**src/rtl/fetch_queue.sv**
```systemverilog
// Instruction fetch stage: owns the fetch PC, keeps at most one word request
// outstanding, and buffers returned {pc, inst} pairs in a FIFO for decode.
module fetch_queue #(
    parameter int          DEPTH    = 4,
    parameter logic [31:0] RESET_PC = 32'h0000_0000
) (
    input  logic        CLK,
    input  logic        RST,
    output logic        imem_req,
    output logic [31:0] imem_addr,
    input  logic        imem_gnt,
    input  logic        imem_rvalid,
    input  logic [31:0] imem_rdata,
    input  logic        redirect,
    input  logic [31:0] redirect_pc,
    output logic        out_valid,
    input  logic        out_ready,
    output logic [31:0] out_inst,
    output logic [31:0] out_pc,
    output logic [31:0] out_next_pc
);

    localparam int AW = (DEPTH > 1) ? $clog2(DEPTH) : 1;
    localparam int CW = AW + 1;
    localparam logic [CW-1:0] FULL_C = CW'(DEPTH);

    typedef enum logic [1:0] {
        IDLE = 2'd0,
        REQ  = 2'd1,
        WAIT = 2'd2,
        DROP = 2'd3
    } state_t;

    state_t        state_r;
    state_t        state_next_s;
    logic [31:0]   fetch_pc_r;
    logic [31:0]   fetch_pc_next_s;
    logic [31:0]   pc_mem_r   [DEPTH];
    logic [31:0]   inst_mem_r [DEPTH];
    logic [AW-1:0] wr_ptr_r;
    logic [AW-1:0] rd_ptr_r;
    logic [CW-1:0] count_r;
    logic [CW-1:0] count_after_pop_s;
    logic [CW-1:0] count_after_push_pop_s;
    logic          push_s;
    logic          pop_s;

    function automatic logic [31:0] word_align(input logic [31:0] addr);
        return addr & 32'hFFFF_FFFC;
    endfunction

    function automatic logic [AW-1:0] ptr_inc(input logic [AW-1:0] ptr);
        return ptr + AW'(1);
    endfunction

    assign imem_req    = (state_r == REQ);
    assign imem_addr   = fetch_pc_r;
    assign out_valid   = (count_r != {CW{1'b0}}) && !redirect;
    assign out_inst    = inst_mem_r[rd_ptr_r];
    assign out_pc      = pc_mem_r[rd_ptr_r];
    assign out_next_pc = pc_mem_r[rd_ptr_r] + 32'd4;

    // A response is only kept when it answers a live request; redirect kills it.
    assign pop_s  = out_valid && out_ready;
    assign push_s = (state_r == WAIT) && imem_rvalid && !redirect;

    // Occupancy seen by the space rule, including this cycle's push/pop.
    always_comb begin
        count_after_pop_s      = count_r - {{(CW-1){1'b0}}, pop_s};
        count_after_push_pop_s = count_after_pop_s + {{(CW-1){1'b0}}, push_s};
    end

    // Next fetch state; redirect outranks every other event of the cycle.
    always_comb begin
        state_next_s = state_r;
        if (redirect) begin
            case (state_r)
                IDLE:    state_next_s = REQ;
                REQ:     state_next_s = imem_gnt ? DROP : REQ;
                WAIT:    state_next_s = imem_rvalid ? REQ : DROP;
                DROP:    state_next_s = imem_rvalid ? REQ : DROP;
                default: state_next_s = REQ;
            endcase
        end else begin
            case (state_r)
                IDLE: begin
                    if (count_after_pop_s < FULL_C) begin
                        state_next_s = REQ;
                    end else begin
                        state_next_s = IDLE;
                    end
                end
                REQ:     state_next_s = imem_gnt ? WAIT : REQ;
                WAIT: begin
                    if (!imem_rvalid) begin
                        state_next_s = WAIT;
                    end else if (count_after_push_pop_s < FULL_C) begin
                        state_next_s = REQ;
                    end else begin
                        state_next_s = IDLE;
                    end
                end
                DROP:    state_next_s = imem_rvalid ? REQ : DROP;
                default: state_next_s = IDLE;
            endcase
        end
    end

    // Next fetch address: redirect target, else advance after a kept response.
    always_comb begin
        fetch_pc_next_s = fetch_pc_r;
        if (redirect) begin
            fetch_pc_next_s = word_align(redirect_pc);
        end else if (push_s) begin
            fetch_pc_next_s = fetch_pc_r + 32'd4;
        end else begin
            fetch_pc_next_s = fetch_pc_r;
        end
    end

    // FSM state and fetch PC registers.
    always_ff @(posedge CLK) begin
        if (RST) begin
            state_r    <= IDLE;
            fetch_pc_r <= RESET_PC;
        end else begin
            state_r    <= state_next_s;
            fetch_pc_r <= fetch_pc_next_s;
        end
    end

    // FIFO storage, pointers and occupancy; redirect empties the queue.
    always_ff @(posedge CLK) begin
        if (RST) begin
            for (int i = 0; i < DEPTH; i++) begin
                pc_mem_r[i]   <= 32'h0000_0000;
                inst_mem_r[i] <= 32'h0000_0000;
            end
            wr_ptr_r <= {AW{1'b0}};
            rd_ptr_r <= {AW{1'b0}};
            count_r  <= {CW{1'b0}};
        end else if (redirect) begin
            wr_ptr_r <= {AW{1'b0}};
            rd_ptr_r <= {AW{1'b0}};
            count_r  <= {CW{1'b0}};
        end else begin
            if (push_s) begin
                pc_mem_r[wr_ptr_r]   <= fetch_pc_r;
                inst_mem_r[wr_ptr_r] <= imem_rdata;
                wr_ptr_r             <= ptr_inc(wr_ptr_r);
            end
            if (pop_s) begin
                rd_ptr_r <= ptr_inc(rd_ptr_r);
            end
            count_r <= count_after_push_pop_s;
        end
    end

endmodule

```
**config.mk**
```make
export PLATFORM = sky130hd
export DESIGN_NAME = fetch_queue
export DESIGN_NICKNAME = d
export VERILOG_FILES = /design/src/rtl/fetch_queue.sv
export SDC_FILE = /design/constraint.sdc
export NUM_CORES = 1
export LEC_CHECK = 0
export ABC_AREA = 1
export BUFFER_PORTS_ARGS = -buffer_cell sky130_fd_sc_hd__buf_2
export CORE_UTILIZATION = 45
export CTS_CLUSTER_DIAMETER = 30
export DETAILED_ROUTE_END_ITERATION = 7
export GPL_ROUTABILITY_DRIVEN = 0
export PLACE_DENSITY = 0.76
export SYNTH_ARGS = -nofsm -noshare
export SYNTH_HDL_FRONTEND = slang
export SYNTH_SLANG_ARGS = --single-unit
export TNS_END_PERCENT = 100
```
**constraint.sdc**
```tcl
create_clock -name CLK -period 11.65 [get_ports CLK]
set_clock_uncertainty 0.2 [all_clocks]
set_input_delay 0.5825 -clock CLK [delete_from_list [all_inputs] [get_ports CLK]]
set_output_delay 0.5825 -clock CLK [all_outputs]
set_load 0.02 [all_outputs]
```
Word level (Yosys, flattened, before mapping)
Memories as Yosys holds them, arrays and structs flattened. A register that Yosys moved wholly into a read port is not among the register bits.
Cells that the tools add are included.

storage, ports and cells
  input port bits = 70
  output and inout bits = 130
  bits in registers = 41
  bits in writable memories = 256
  memories kept = 2
  logic and storage cells = 58

memories
  memory      words  width  read ports  clocked after Yosys merged registers in  write ports  line  text
  inst_mem_r  4      32     1           1                                        4            39    logic [31:0] inst_mem_r [DEPTH];
  pc_mem_r    4      32     1           1                                        4            38    logic [31:0] pc_mem_r [DEPTH];

cells by class
  multiplexer cells = 27
  magnitude comparators = 2
  equality and inequality tests = 3
  $add $sub $neg = 6
  reductions and logical operators = 12

operators with widths
  cell                                               count
  2-to-1 mux 32 bit                                  4
  adder 32 x 3 -> 32 bit, second input constant      2
  OR reduction 32 bit                                2
  2-to-1 mux 2 bit                                   11
  2-to-1 mux 1 bit                                   10
  case mux 2 bit (4 select lines)                    1
  less-than comparator 3 bit, second input constant  2
  case mux 2 bit (3 select lines)                    1
  adder 2 x 1 -> 2 bit, second input constant        2
  == test 2 bit, second input constant               2
  logical AND 1 bit                                  4
  OR reduction 2 bit                                 2
  adder 3 x 1 -> 3 bit                               1
  nonzero test 3 bit                                 1
  subtractor 3 x 1 -> 3 bit                          1
  == test 2 x 1 -> 1 bit, second input constant      1
  zero test 2 bit                                    1
  nonzero test 2 bit                                 1
  zero test 1 bit                                    1

Depth between registers and ports, before layout
  depth in word-level cells = 10
  depth in mapped cells = 14
  depth with buffers taken out = 13

Worst setup path after synthesis
No wires, ideal clock.

  path type = input port to flip-flop
  start = input imem_rvalid
  end = memory inst_mem_r[3][0], enable pin
  data required time = 10.880 ns
  library setup time = 0.570 ns
  stages on the path = 6
  data arrival time = 5.621 ns
  path slack = 5.259 ns
  path buffers = 0
  cells stage by stage = inv_1 -> nor2_1 -> nand2_1 -> clkinv_1 -> nand2_1 -> o21ai_0

RTL lines
  element      line  text
  from (decl)  12    input logic imem_rvalid,
  to (decl)    39

==> results.json <==
{
  "p_seq_share_pct": 42.7,
  "rsz0062_at_grt": "no",
  "slowest_stage": "clkinv_2",
  "grt_pass1_wl_um": 62200,
  "reg2reg_depth": 7,
  "initial_utilization_pct": 46.0,
  "place_inst": 2318,
  "grt_antenna_before_repair": 1,
  "power.total_mw": 2.75,
  "fmax_ghz": 0.199,
  "grt.total_usage_pct": 23.8,
  "tightest_slew_ps": 1030,
  "ys_ff_latch": 289,
  "via_count": 12400,
  "portBuffers": 191,
  "max_cap_violations": 0,
  "grt_pass1_vias": 12100,
  "drtIter0Drc": 1225,
  "fin_crit_sh_pct": 43.1,
  "holdBufCountCts": 0,
  "num_rows": 65,
  "p_int_mw": 2.13,
  "p_comb_share_pct": 5.6,
  "nets": 2007,
  "worstSetupPathType": "flip-flop to primary output",
  "tritoncts": "built",
  "final_area_um2": 17500,
  "ios": 200,
  "powerDensity_nw_per_um2": 158,
  "cts_max_path_buffers": 3,
  "crit_end": "out_next_pc[16]",
  "hold_viol": 0,
  "cp.required_ps": 10870,
  "h-tree-depth": 2,
  "netlist_area_um2": 14600,
  "routedWlPerCell_um": 16.5,
  "yosys_warnings": 0,
  "ys_seq_area_share_pct": 56.6,
  "cts_root_buf": "clkbuf_16",
  "die_area_um2": 33200,
  "slew_viol_final": 0,
  "status": "complete, no violations",
  "critPathArrivalTime_ps": 4240,
  "setup-tns-final_ps": 0,
  "cp_top_family": "buffers and inverters",
  "coreArea_um2": 31800,
  "max-slew-margin-rel_pct": 31.4,
  "wl_um": 39700,
  "drcViolationCount": 0,
  "avgSynthCellArea_um2": 8.29,
  "postCtsResizedCells": 0,
  "clkPwrFrac_pct": 51.7,
  "crit_chain": "clkinv_2, buf_4, nand2_1, nand2_1, nand2_1, nand2_1, ha_1, nand3_2, nor2_1, nand2_1, xor2_1, buf_2",
  "clk_pin_slew_ps": 50,
  "placed_area_um2": 15800,
  "drive_gt1_share_pct": 16.1,
  "cts-buffers-inserted": 46,
  "cp_max_fo": 65,
  "ant_nets": 0,
  "peakVddDrop_v": 0.0000944,
  "cp.depth": 12,
  "grt_max_degree": 75,
  "clkSinkCount": 289,
  "crit_path_frequent_cell": "nand2_1",
  "setup_violations": 0,
  "overflow": 0,
  "worst-path-buf-inv": 3,
  "p_switching_uw": 625,
  "vias_per_cell": 5.17,
  "synth_cells": 1763,
  "swShare_pct": 22.7,
  "fin_crit_ps": 5020,
  "endpoint_kind": "primary output",
  "fp.dieW_um": 182,
  "cts_setup_buffers": 0,
  "r2r_start": "state_r[1]",
  "p_leak_nw": 7.29,
  "max_stage_delay_ps": 870,
  "dp_hpwl_um": 24200,
  "rr_endpoint": "pc_mem_r[3][26]",
  "nFillCells": 2816,
  "r2r_slack_ps": 8030,
  "synth_cell_types": 33,
  "instances_no_fill": 2405,
  "clk_latency_ps": 530,
  "die_y_um": 182,
  "drt_pre_antenna_iters": 6,
  "critPathLaunchType": "flip-flop",
  "hold_class": "input pin to flip-flop",
  "area_growth_pct": 19.5
}
-- cells in the final DEF, fill, tap and decap left out, types with 9 or more instances in the layout --
cell type / netlist / layout
nand2_1: 498 / 495
clkbuf_16: 0 / 49
nor2_1: 376 / 376
o21ai_0: 98 / 95
nand4_1: 9 / 9
nand3_1: 91 / 90
a31oi_1: 9 / 9
inv_1: 165 / 165
xor2_1: 20 / 20
a21oi_1: 23 / 23
clkinv_4: 0 / 9
buf_4: 10 / 10
nor3_1: 16 / 16
dfxtp_1: 41 / 39
o22ai_1: 32 / 32
buf_2: 23 / 191
edfxtp_1: 248 / 248
nand2_2: 9 / 10
-- layer usage --
| layer | global-route usage, % | wire, um |
|---|---|---|
| met1 | 31.7 | 16700 |
| met2 | 39.2 | 18400 |
| met3 | 4.57 | 3680 |
| met4 | 7.70 | 906 |
| met5 | 0 | 0 |
-- power by group through the flow --
stage                     combinational, mW  sequential (mW)  clock, mW
after floorplan                      0.0861             1.20          0
after global placement                0.150             1.19          0
after detailed placement              0.152             1.20          0
after CTS                             0.153             1.17       1.43
after global routing                  0.167             1.18       1.48
final                                 0.153             1.18       1.42
-- synth_stat cells --
master / number / area [um2]
nand2_2: 9 / 56.3
a32oi_1: 1 / 8.76
nand4_1: 9 / 56.3
nor2_4: 3 / 33.8
edfxtp_1: 248 / 7450
xnor2_1: 2 / 17.5
nand3_1: 91 / 455
nand3_2: 1 / 10.0
nor2_1: 376 / 1410
a21oi_1: 23 / 115
nor2_2: 6 / 37.5
clkbuf_1: 44 / 165
a221oi_1: 2 / 17.5
buf_4: 10 / 75.1
xor2_1: 20 / 175
o21ai_1: 3 / 15.0
o22ai_1: 32 / 200
o211ai_1: 4 / 30.0
nand2_1: 498 / 1870
inv_1: 165 / 619
ha_1: 6 / 75.1
o311ai_0: 1 / 8.76
o21ai_0: 98 / 490
buf_6: 9 / 101
buf_2: 23 / 115
inv_2: 9 / 33.8
clkinv_1: 1 / 3.75
a31oi_1: 9 / 56.3
nor3_1: 16 / 80.1
conb_1: 1 / 3.75
nand3b_1: 1 / 7.51
dfxtp_1: 41 / 821
a211oi_1: 1 / 7.51
-- kinds of logic (layout without fill, tap and decap cells) --
group	count (synthesis)	in the layout	share of synthesized area (%)
other	1	7	0.0256
AO/OA/AOI/OAI	174	174	6.50
adder cells (fa/ha/maj)	6	6	0.513
XOR/XNOR	22	22	1.32
AND/OR/NAND/NOR	1010	1010	27.5
buffers and inverters	261	462	7.62
flip-flops	289	289	56.6
-- per-stage QoR --
stage / utilization (%) / worst slack [ps] / hold slack, ps
2_1_floorplan: - / 5260 / 236
4_1_cts: 54.9 / 6620 / 110
3_5_place_dp: 49.8 / 7180 / 259
3_3_place_gp: 49.8 / 7230 / 244
5_1_grt: 54.9 / 6250 / 126
6_report: 54.9 / 6630 / 120
-- worst reg2reg max path, stage by stage, from the launching register on --
cell and delay, ps:
dfxtp_1 370, nand2_1 80, nor2_1 240, nand2_1 290, clkinv_1 440, nand2_1 190, o21ai_4 690, buf_4 710
-- flip-flops by register name, summed over array words and instances, names as in the netlist, named ones only --
name / flops
state_r: 2
rd_ptr_r: 2
wr_ptr_r: 2
imem_addr: 30
pc_mem_r: 120
count_r: 3
inst_mem_r: 128
-- cell type report --
type	instances	area, um2	share of cell area (%)
multi-input cells	1218	5310	30.4
repair buffers	201	1030	5.90
flip-flops and latches	289	8270	47.4
well taps	435	544	3.12
clock inverters	36	417	2.39
inverters	175	658	3.77
diodes	1	2.50	0.0143
clock buffers	50	1230	7.04
-- worst min-delay path by stage --
stage,from,cells past startpoint,endpoint
6_report,imem_rvalid,4,state_r[1]
2_1_floorplan,rd_ptr_r[1],2,flip-flop
4_1_cts,imem_rvalid,4,state_r[1]
3_5_place_dp,rd_ptr_r[1],2,flip-flop
5_1_grt,redirect_pc[6],3,imem_addr[6]
3_3_place_gp,rd_ptr_r[1],2,flip-flop
No activity file was read; power rests on OpenSTA's default activity.
